[config.mk]
export PLATFORM = sky130hd
export DESIGN_NAME = csa_pipe_adder
export DESIGN_NICKNAME = d
export VERILOG_FILES = /design/src/rtl/csa_pkg.sv /design/src/rtl/csa_spec_slice.sv /design/src/rtl/csa_pipe_adder.sv
export SDC_FILE = /design/constraint.sdc
export NUM_CORES = 1
export LEC_CHECK = 0
export ABC_AREA = 1
export CAP_MARGIN = 20
export CORE_MARGIN = 2
export CORE_UTILIZATION = 42
export CTS_CLUSTER_DIAMETER = 200
export DETAILED_ROUTE_END_ITERATION = 12
export PLACE_DENSITY_LB_ADDON = 0.15
export SLEW_MARGIN = 10
export SYNTH_ARGS = -nofsm -noshare
export SYNTH_HDL_FRONTEND = slang
export SYNTH_SLANG_ARGS = --single-unit
[constraint.sdc]
create_clock -name clk -period 2.9 [get_ports clk]
set_input_delay 0.435 -clock clk [delete_from_list [all_inputs] [get_ports clk]]
set_output_delay 0.435 -clock clk [all_outputs]
set_load 0.05 [all_outputs]
[src/rtl/csa_pkg.sv]
// Shared defaults and stage-1 payload type for the pipelined carry-select adder.
// Optional subtraction mode is enabled with the CSA_SUB_EN macro.
package csa_pkg;

  localparam int unsigned CSA_WIDTH = 32;
  localparam int unsigned CSA_SPLIT = 16;
  localparam int unsigned CSA_HI_W  = CSA_WIDTH - CSA_SPLIT;

  // Stage-1 payload at the default geometry; speculative sums keep their carry in the MSB.
  typedef struct packed {
    logic [CSA_HI_W:0]    hi1;
    logic [CSA_HI_W:0]    hi0;
    logic                 lo_c;
    logic [CSA_SPLIT-1:0] lo_sum;
  } csa_s1_t;

endpackage

[src/rtl/csa_spec_slice.sv]
// Upper-slice speculative adder: produces the sum for carry-in 0 and carry-in 1,
// each with its carry-out in the MSB.
module csa_spec_slice
  import csa_pkg::*;
#(
  parameter int unsigned W = CSA_HI_W
) (
  input  logic [W-1:0] a_hi,
  input  logic [W-1:0] b_hi,
  output logic [W:0]   hi0,
  output logic [W:0]   hi1
);

  localparam int unsigned SW = W + 1;

  // Both candidates are built independently so neither waits on the other.
  always_comb begin
    hi0 = SW'(a_hi) + SW'(b_hi);
    hi1 = SW'(a_hi) + SW'(b_hi) + SW'(1'b1);
  end

endmodule

[src/rtl/csa_pipe_adder.sv]
// Two-stage carry-select adder with valid/ready on both sides.
// Define CSA_SUB_EN to add a 'sub' input that computes a-b (carry=1 means no borrow).
module csa_pipe_adder
  import csa_pkg::*;
#(
  parameter int unsigned WIDTH = CSA_WIDTH,
  parameter int unsigned SPLIT = CSA_SPLIT
) (
  input  logic             clk,
  input  logic             rst_n,
  input  logic             in_valid,
  output logic             in_ready,
  input  logic [WIDTH-1:0] a,
  input  logic [WIDTH-1:0] b,
  input  logic             cin,
`ifdef CSA_SUB_EN
  input  logic             sub,
`endif
  output logic             out_valid,
  input  logic             out_ready,
  output logic [WIDTH-1:0] sum,
  output logic             carry
);

  localparam int unsigned HI_W = WIDTH - SPLIT;
  localparam int unsigned LO_W = SPLIT + 1;

  if (SPLIT < 1 || SPLIT >= WIDTH) begin : g_bad_split
    $error("csa_pipe_adder: SPLIT must satisfy 1 <= SPLIT < WIDTH");
  end

  typedef struct packed {
    logic [HI_W:0]    hi1;
    logic [HI_W:0]    hi0;
    logic             lo_c;
    logic [SPLIT-1:0] lo_sum;
  } s1_t;

  logic [WIDTH-1:0] b_eff;
  logic             cin_eff;
  logic [LO_W-1:0]  lo_full;
  logic [HI_W:0]    hi0_d;
  logic [HI_W:0]    hi1_d;
  s1_t              s1_d;
  s1_t              s1_q;
  logic             v1;
  logic             v2;
  logic             load1_c;
  logic             load2_c;

  // Subtraction inverts b and forces the carry-in, so cin is ignored in that mode.
`ifdef CSA_SUB_EN
  assign b_eff   = sub ? ~b : b;
  assign cin_eff = sub | cin;
`else
  assign b_eff   = b;
  assign cin_eff = cin;
`endif

  assign lo_full = LO_W'(a[SPLIT-1:0]) + LO_W'(b_eff[SPLIT-1:0]) + LO_W'(cin_eff);

  csa_spec_slice #(
    .W (HI_W)
  ) u_spec_slice (
    .a_hi (a[WIDTH-1:SPLIT]),
    .b_hi (b_eff[WIDTH-1:SPLIT]),
    .hi0  (hi0_d),
    .hi1  (hi1_d)
  );

  always_comb begin
    s1_d        = '0;
    s1_d.lo_sum = lo_full[SPLIT-1:0];
    s1_d.lo_c   = lo_full[SPLIT];
    s1_d.hi0    = hi0_d;
    s1_d.hi1    = hi1_d;
  end

  // Stall chain: a stage advances when it is empty or its consumer advances.
  assign load2_c  = !v2 || out_ready;
  assign load1_c  = !v1 || load2_c;
  assign in_ready = load1_c;

  // Stage 1: capture lower sum and both speculative upper sums.
  always_ff @(posedge clk) begin
    if (!rst_n) begin
      v1   <= 1'b0;
      s1_q <= '0;
    end else if (load1_c) begin
      v1 <= in_valid;
      if (in_valid) begin
        s1_q <= s1_d;
      end
    end
  end

  // Stage 2: the registered lower carry selects the upper result.
  always_ff @(posedge clk) begin
    if (!rst_n) begin
      v2    <= 1'b0;
      sum   <= '0;
      carry <= 1'b0;
    end else if (load2_c) begin
      v2 <= v1;
      if (v1) begin
        sum   <= {(s1_q.lo_c ? s1_q.hi1[HI_W-1:0] : s1_q.hi0[HI_W-1:0]), s1_q.lo_sum};
        carry <= s1_q.lo_c ? s1_q.hi1[HI_W] : s1_q.hi0[HI_W];
      end
    end
  end

  assign out_valid = v2;

endmodule

## After elaboration in Yosys (flattened, before gate mapping)

Cells that the tools add are included.

- Input port bits: 69
- Output and inout port bits: 35
- Word-level logic and storage cells: 20
- Flip-flop bits (word level): 86

- Mux-type cells: 2
- Reductions and logical operators: 6
- $add $sub $neg: 4

Operators by type and width:

| kind | count |
|---|---|
| adder 16 x 16 -> 17 bit | 2 |
| adder 17 x 1 -> 17 bit | 1 |
| adder 17 x 1 -> 17 bit (second input constant) | 1 |
| two-way mux 16 bit | 1 |
| AND reduction 2 bit | 2 |
| zero test 1 bit | 2 |
| logical OR 1 bit | 2 |
| two-way mux 1 bit | 1 |

## Depth between registers and ports, before layout

- Word-level depth: 4
- Mapped depth: 17
- Depth with buffers taken out: 17

## Hierarchy

From an unflattened synthesis, not the netlist that was laid out.

- Cell total of the unflattened synthesis: 919
- Area total of the unflattened synthesis: 5,879.4 µm²

Modules (own cells, without submodules):

| module | sequential area each (µm²) | area an instance (µm²) | times used | cells each |
|---|---|---|---|---|
| csa_pipe_adder | 1,721.7 | 4,141.5 | 1 | 590 |
| csa_spec_slice | 0.0 | 1,737.9 | 1 | 329 |

## Least setup slack after synthesis

Ideal clock, no wire load.

- Kind: in2reg
- Start: input port a[16]
- End: register s1_q[48] in the netlist's numbering
- Data required time: 2,787 ps
- Stages: 14
- Slack: 480 ps
- Buffers on the path: 0
- Setup time: 113 ps
- Arrival: 2,307 ps
- Cell sequence: ha_1 > fa_1 > ha_1 > inv_1 > nor2_2 > nand3_1 > nor2_2 > nand2_2 > nor2_4 > nand2_2 > nor2_4 > nand2_2 > o21ai_1 > nor2_1

- Word-level cells in the longest chain between the ends: 2

Ends and longest elaborated chain:

| element | RTL line | RTL |
|---|---|---|
| start: declaration | csa_pipe_adder.sv:13 | `input logic [WIDTH-1:0] a,` |
| adder 16 x 16 -> 17 bit | -- |  |
| via hi0_d[1] | csa_pipe_adder.sv:42 | `logic [HI_W:0] hi0_d;` |
| adder 17 x 1 -> 17 bit | csa_spec_slice.sv:19 | `hi1 = SW'(a_hi) + SW'(b_hi) + SW'(1'b1);` |
| end signal: assignment | csa_pipe_adder.sv:88 | `s1_q <= '0;` |
| end signal: assignment | csa_pipe_adder.sv:92 | `s1_q <= s1_d;` |
| end: declaration | csa_pipe_adder.sv:45 | `s1_t s1_q;` |

The timed path passes the listed nets, and every way through them passes these cells.
A chain may end at the register's enable or synchronous reset.

## Worst setup path after layout

Same ends and word-level chain as after synthesis.

==> summary.txt <==
Run status
  – Status: completed

Yosys
  – Sequential element share of the synthesized area: about 33%
  – Asr flop ratio synth: 0%
  – Post-Syn Area per Cell: approximately 6.6 sq um
  – Largest area contributor in the netlist: dfxtp_1
  – Post-synthesis compound-gate area fraction: between 10% and 20%
  – Count leader, synth: nand2_1
  – Seq cells post-synth: 86
  – Cell variety after synth: 36
  – Main flop type after synthesis: dfxtp_1
  – Synth top cells by count: nand2_1, inv_1, nor2_1, dfxtp_1, a21oi_1
  – Simple-gate share of the synthesized area: roughly 28%
  – Yosys warning total: 0
  – Syn Nets: a little over 900
  – Post-Syn Instances: slightly above 800
  – Post-Syn Area: roughly 0.0053 sq mm
  – Number of synthesized flops with an enable pin: 0
  – Largest family of logic cells by synthesized area: simple AND/OR/NAND/NOR gates
  – Post-synthesis mux area share: 0%
  – Top cells by area, synth: dfxtp_1, nand2_1, inv_1
  – Share of the synthesized area in the top cell type: between 30% and 40%
  – Synthesized-area fraction occupied by adder cells: under 10%
  – XOR/XNOR Fraction of Synth Area: about 2.2%

Route
  – Routed len/inst: around 11 um
  – Vias/cell: ~4.8
  – DRC violations left: 0
  – Drt first pass iters: 5
  – Final WL: between 10 and 15 mm
  – Iter 0 DRT Violations: roughly 290
  – Number of vias in the routed layout: approximately 5,000
  – Final ANT Viol Nets: 0

Critical path
  – R2R Setup Slk: about 1200 ps
  – Max FO, Critical Path: 5
  – CP most frequent cell: nand2_2
  – Setup CP Type: in2reg
  – Crit path launch type: primary input
  – Slowest-stage cell, CP: fa_1
  – CP required: roughly 3100 ps
  – Arr. time, crit path: about 2800 ps
  – Cell breakdown of the critical path: clkdlybuf4s50_1 -> ha_1 -> fa_1 -> ha_1 -> inv_1 -> nor2_2 -> nand3_1 -> nor2_2 -> nand2_2 -> nor2_4 -> nand2_2 -> nor2_4 -> nand2_2 -> o21ai_1 -> nor2_1
  – Worst path max stage delay: ~530 ps
  – Crit. End Element: flop

Clock tree
  – Cts repair resizes: 0
  – CTS tree: yes
  – H-Tree Depth: 3
  – # Post-CTS Setup Buffers: 0
  – Num CTS Buffers: 9
  – CTS root buf: clkbuf_16
  – Worst skew pair latency: about 330 ps
  – CTS Sinks: 86
  – Max Root-Sink Buffers: 2
  – Clock-pin slew on the worst setup and hold paths: about 60 ps
  – Post-CTS Hold Fix Bufs: 0

Pwr
  – Pwr Total: 3496 uW
  – Max VDD drop: between 0.0002 and 0.0003 V
  – Leakage power: between 0.003 and 0.004 uW
  – Switching Power: 1125 uW
  – Clock share of power: 32.7%
  – Power density over cell area: between 500 and 600 mW/mm^2
  – Seq pwr share: 38.4%
  – Sw frac: roughly a third
  – Int Power: between 2000 and 2500 uW
  – Gate power share: 28.9%

Floorplanning
  – I/O Pins: 104
  – Initial Util: around 42%
  – Die width: 116.2 um
  – Placement row count: 41
  – Die Y: about 120 um
  – Core area: around 0.012 sq mm
  – Full die area: 0.01351 sq mm

Placed design
  – I/O Buffers: about 100
  – Post-DP Area: roughly 0.0065 sq mm
  – GPL Wtd Cong: about 0.9
  – Post-DP HPWL: between 9 and 10 mm

GRT
  – GRT Overall Usage: between 15 and 20%
  – Pin count of the biggest net entering global routing: 57
  – Vias in the first global route: roughly 4,400
  – Global-route wire length before repair: around 20 mm
  – Gr ovfl total: 0
  – Initial antenna violation count: 0

Timing
  – Final Max Tran Viols: 0
  – Layout Skew: just under 7 ps
  – Fin crit period: roughly 2600 ps
  – Unrepaired setup endpoints after global routing: no
  – Peak Freq: 0.3836 GHz
  – WHS: approximately 460 ps
  – Period utilization: between 80% and 90%
  – # setup viols final: 0
  – Worst-Margin Slew: roughly 760 ps
  – Slew HR: between 40% and 50%
  – Final hold violation count: 0

Cells and area
  – Design Area, Final: between 0.006 and 0.007 sq mm
  – NumNets Final: 1,004
  – Area grow syn2layout: 28.68%
  – ANT cells: 0
  – Fraction of layout cells with a size suffix above 1: 6.527%

Job
  – Max Cap Viol: 0

Worst hold path
  – Worst Hold Class: reg2reg
cell families after synthesis:
family	after synthesis
compound gates	177
xor+xnor	13
fa+ha+maj	35
buf+inv	156
flops	86
simple gates	339
power groups by stage:
| stage | sequential, uW | combinational [uW] | clock [uW] |
|---|---|---|---|
| 3_3_place_gp | 1360 | 994 | 0 |
| 6_report | 1340 | 1010 | 1140 |
| 3_5_place_dp | 1370 | 1010 | 0 |
| 4_1_cts | 1340 | 1010 | 1170 |
| 5_1_grt | 1350 | 1140 | 1210 |
| 2_1_floorplan | 1470 | 583 | 0 |
sequential cells by signal (all words and copies together) (netlist names):
register and flops:
v1 1, sum 32, s1_q 51, out_valid 1
carry 1
worst paths after layout:
check,from,end,cells after the start
hold / removal,s1_q[18],s1_q[18],2
setup / recovery,a[16],s1_q[48],15
setup reg to reg,out_valid,s1_q[41],7
hold reg to reg,s1_q[18],s1_q[18],2
routing by layer:
| metal | vias up | global-route usage (%) | routed length, um |
|---|---|---|---|
| met3 | 9 | 1.609 | 559 |
| met2 | 115 | 27.40 | 5159 |
| li1 | 2764 | - | - |
| met1 | 2239 | 26.49 | 6300 |
| met4 | 0 | 6.429 | 111 |
| met5 | - | 0 | 0 |
area by class of cell:
cell class	instances	area [sq um]
sequential	86	1722
tap	172	215.2
timing repair buffer	113	1119
clock inverter	4	55.05
multi-input combinational	564	2983
fill	1259	5657
inverter	126	473.0
clock buffer	11	242.7
worst max-delay path, delay by kind of cell:
family	cells	cell delay (ps)
fa+ha+maj	3	940
buf+inv	2	460
compound gates	1	120
simple gates	9	890
per-stage QoR:
step | setup TNS (ps) | instances | worst slack, ps | util [%]
floorplan | 0 | 806 | 479.6 | -
global placement | -7.182 | 1061 | -7.182 | 52.23
detailed placement | -199.6 | 1061 | -79.98 | 52.23
CTS | 0 | 1076 | 284.3 | 54.62
global route | 0 | 1076 | 77.09 | 54.62
finish | 0 | 1076 | 292.8 | 54.62
layout by cell type (no fill, tap or decap), drive strengths merged:
cell type | netlist | layout
bufinv | 0 | 1
nand2 | 165 | 165
clkdlybuf4s50 | 0 | 103
xor2 | 10 | 10
a21o | 3 | 3
o221ai | 2 | 2
nand4 | 6 | 6
o211ai | 8 | 8
dfxtp | 86 | 86
nor3 | 5 | 5
fa | 3 | 3
ha | 32 | 32
a2111oi | 1 | 1
nand3 | 36 | 36
a21oi | 82 | 82
a211oi | 4 | 4
buf | 6 | 10
a31oi | 2 | 2
or2 | 2 | 2
nand3b | 2 | 2
clkbuf | 24 | 11
clkinvlp | 0 | 1
xnor2 | 3 | 3
inv | 126 | 128
and2 | 3 | 3
nor2 | 120 | 120
o21ai | 74 | 74
o2111ai | 1 | 1
(Power assumes the default switching activity.)
==> edit: new RTL, same flow settings <==
Reset style: asynchronous (`rst_n`), changed in 2 clocked blocks.
--- a/src/rtl/csa_pipe_adder.sv
+++ b/src/rtl/csa_pipe_adder.sv
@@ -84,3 +84,3 @@
   // Stage 1: capture lower sum and both speculative upper sums.
-  always_ff @(posedge clk) begin
+  always_ff @(posedge clk or negedge rst_n) begin
     if (!rst_n) begin
@@ -97,3 +97,3 @@
   // Stage 2: the registered lower carry selects the upper result.
-  always_ff @(posedge clk) begin
+  always_ff @(posedge clk or negedge rst_n) begin
     if (!rst_n) begin
Check against the original RTL: differs if rst_n is asserted again (counterexample within 4 cycles, from zero or initial values and one cycle with rst_n low); with rst_n held inactive, the same outputs for 10 cycles.
==> edit against the original RTL <==
- die area grew 3.2%
- cell area grew 3.5%
- critical path type unchanged
- count of clock-buffer cells in the layout is the same
- setup slack gained 0.045 ns
- clock skew shrank 0.0023 ns
- area after synthesis grew 3.3%
- routed wire length grew 10%
- critical path depth is the same
- hold slack lost 0.33 ns
- sequential cell count is the same
- highest routed layer unchanged
- critical endpoint is now s1_q[48]
Power is not compared: it rests on default switching activity, and its combinational part moved more than twofold at a synthesized area within 25%.
==> edit: results (changes against the original RTL) <==
stage,metric,value,unit,change
logic_synthesis,synth_top_cells_by_area,"dfrtp_1 (39%), nand2_1 (18%), ha_1 (7.3%)",,
placement,dpl.hpwl,10350,um,+10%
grt,grt_use_total,0.2017,,+0.02205
grt,first_global_vias,5058,,+15%
logic_synthesis,async_flop_share,1.000,,+1.000
sta,skew,0.004672,ns,-0.002289 ns
critical_path,crit_arrival,2.77,ns,-0.07 ns
placement,place_ws,-0.02732,ns,+0.05266 ns
clock_network,clkLatencyLatePin,0.33,ns,about the same
clock_network,cts_max_level,3,,unchanged
grt,grt_max_degree,62,,+8.8%
clock_network,clockBufferDepth,2,,unchanged
detailed_routing,wl_per_cell,12.93,um,+15%
critical_path,worstReg2RegStart,out_valid,,
detailed_routing,drt_iter0_markers,414,,+42%
logic_synthesis,syn_inst,750,,-6.9%
logic_synthesis,synth.distinct_cells,39,,+8.3%
detailed_routing,drt_first_pass_iters,5,,unchanged
logic_synthesis,yosysSeqAreaShare,0.3939,,+0.06849
layout,nNetsFinal,963,,-4.1%
placement,dp_cells,1020,,-3.9%
logic_synthesis,synth_commonest_cells,"nand2_1 (268), dfrtp_1 (86), inv_1 (76)",,
sta,tightest_slew,0.6740,ns,-0.08864 ns
detailed_routing,wirelength,13400,um,+10%
sta,final.min_clock_period,2.563,ns,-0.04457 ns
worst_hold_path,min_path_type,in -> async,,
critical_path,crit_fanout,6,,+1
clock_network,path_clk_slew,0.06,ns,about the same
detailed_routing,via_per_inst,4.962,,+4.1%
placement,gp_congestion,0.8511,,-3.2%
placement,placed_area,0.006745,mm2,+3.6%
run_status,status,finished clean,,
layout,drive_above_1_share,0.07176,,+0.006494
grt,grt_pass1_wl,23380,um,+18%
logic_synthesis,syn_nets,854,,-6.2%
## edit: path summary, 6_finish.rpt
path | to | slack [ns] | cells after the start
min | sum[3] | 0.13 | 1
max reg2reg | s1_q[40] | 1.18 | 7
max | s1_q[48] | 0.34 | 15
max in group asynchronous | s1_q[27] | 2.12 | 2
min in group clk | sum[3] | 0.47 | 2
min reg2reg | sum[3] | 0.47 | 2
## edit: layout make-up
cell class	instances	area, um2
clock inverter	5	58.81
fill	1224	5624
inverter	81	304.0
multi-input combinational	564	2928
tap	172	215.2
sequential	86	2152
timing repair buffer	117	1146
clock buffer	11	242.7
## edit: layer usage
layer | global-route usage | up-vias | part of all wire
met5 | 0 | - | 0
met4 | 0.05723 | 0 | 0.013
met3 | 0.03585 | 16 | 0.044
met2 | 0.3638 | 136 | 0.50
met1 | 0.2451 | 2359 | 0.45
li1 | - | 2630 | -
## edit: critical path, stage by stage
cell and delay [ns]:
clkdlybuf4s50_1 0.41, ha_1 0.22, fa_1 0.51, ha_1 0.16
inv_1 0.06, nor2_4 0.11, nand3_2 0.11, nor2_4 0.12
nand2_4 0.06, nor2_4 0.14, nand2_4 0.08, nor2_8 0.12
nand2_1 0.06, nand3_1 0.07, nand3_1 0.08
## edit: logic make-up (layout without fill, tap and decap cells)
kind of cell	count (synthesis)	count (layout)	share of synthesized area
AO/OA/AOI/OAI	100	100	0.1065
XOR/XNOR	10	10	0.01603
adder cells (fa/ha/maj)	35	35	0.08427
buffers and inverters	100	214	0.07076
flip-flops	86	86	0.3939
AND/OR/NAND/NOR	419	419	0.3286
## edit: power groups by stage
stage               Clock, uW  Combinational [uW]  Sequential (uW)
floorplan                   0                 806             2330
global placement            0                2140             1740
detailed placement          0                2160             1750
CTS                      1180                2160             1730
global route             1230                2340             1770
finish                   1150                2140             1720
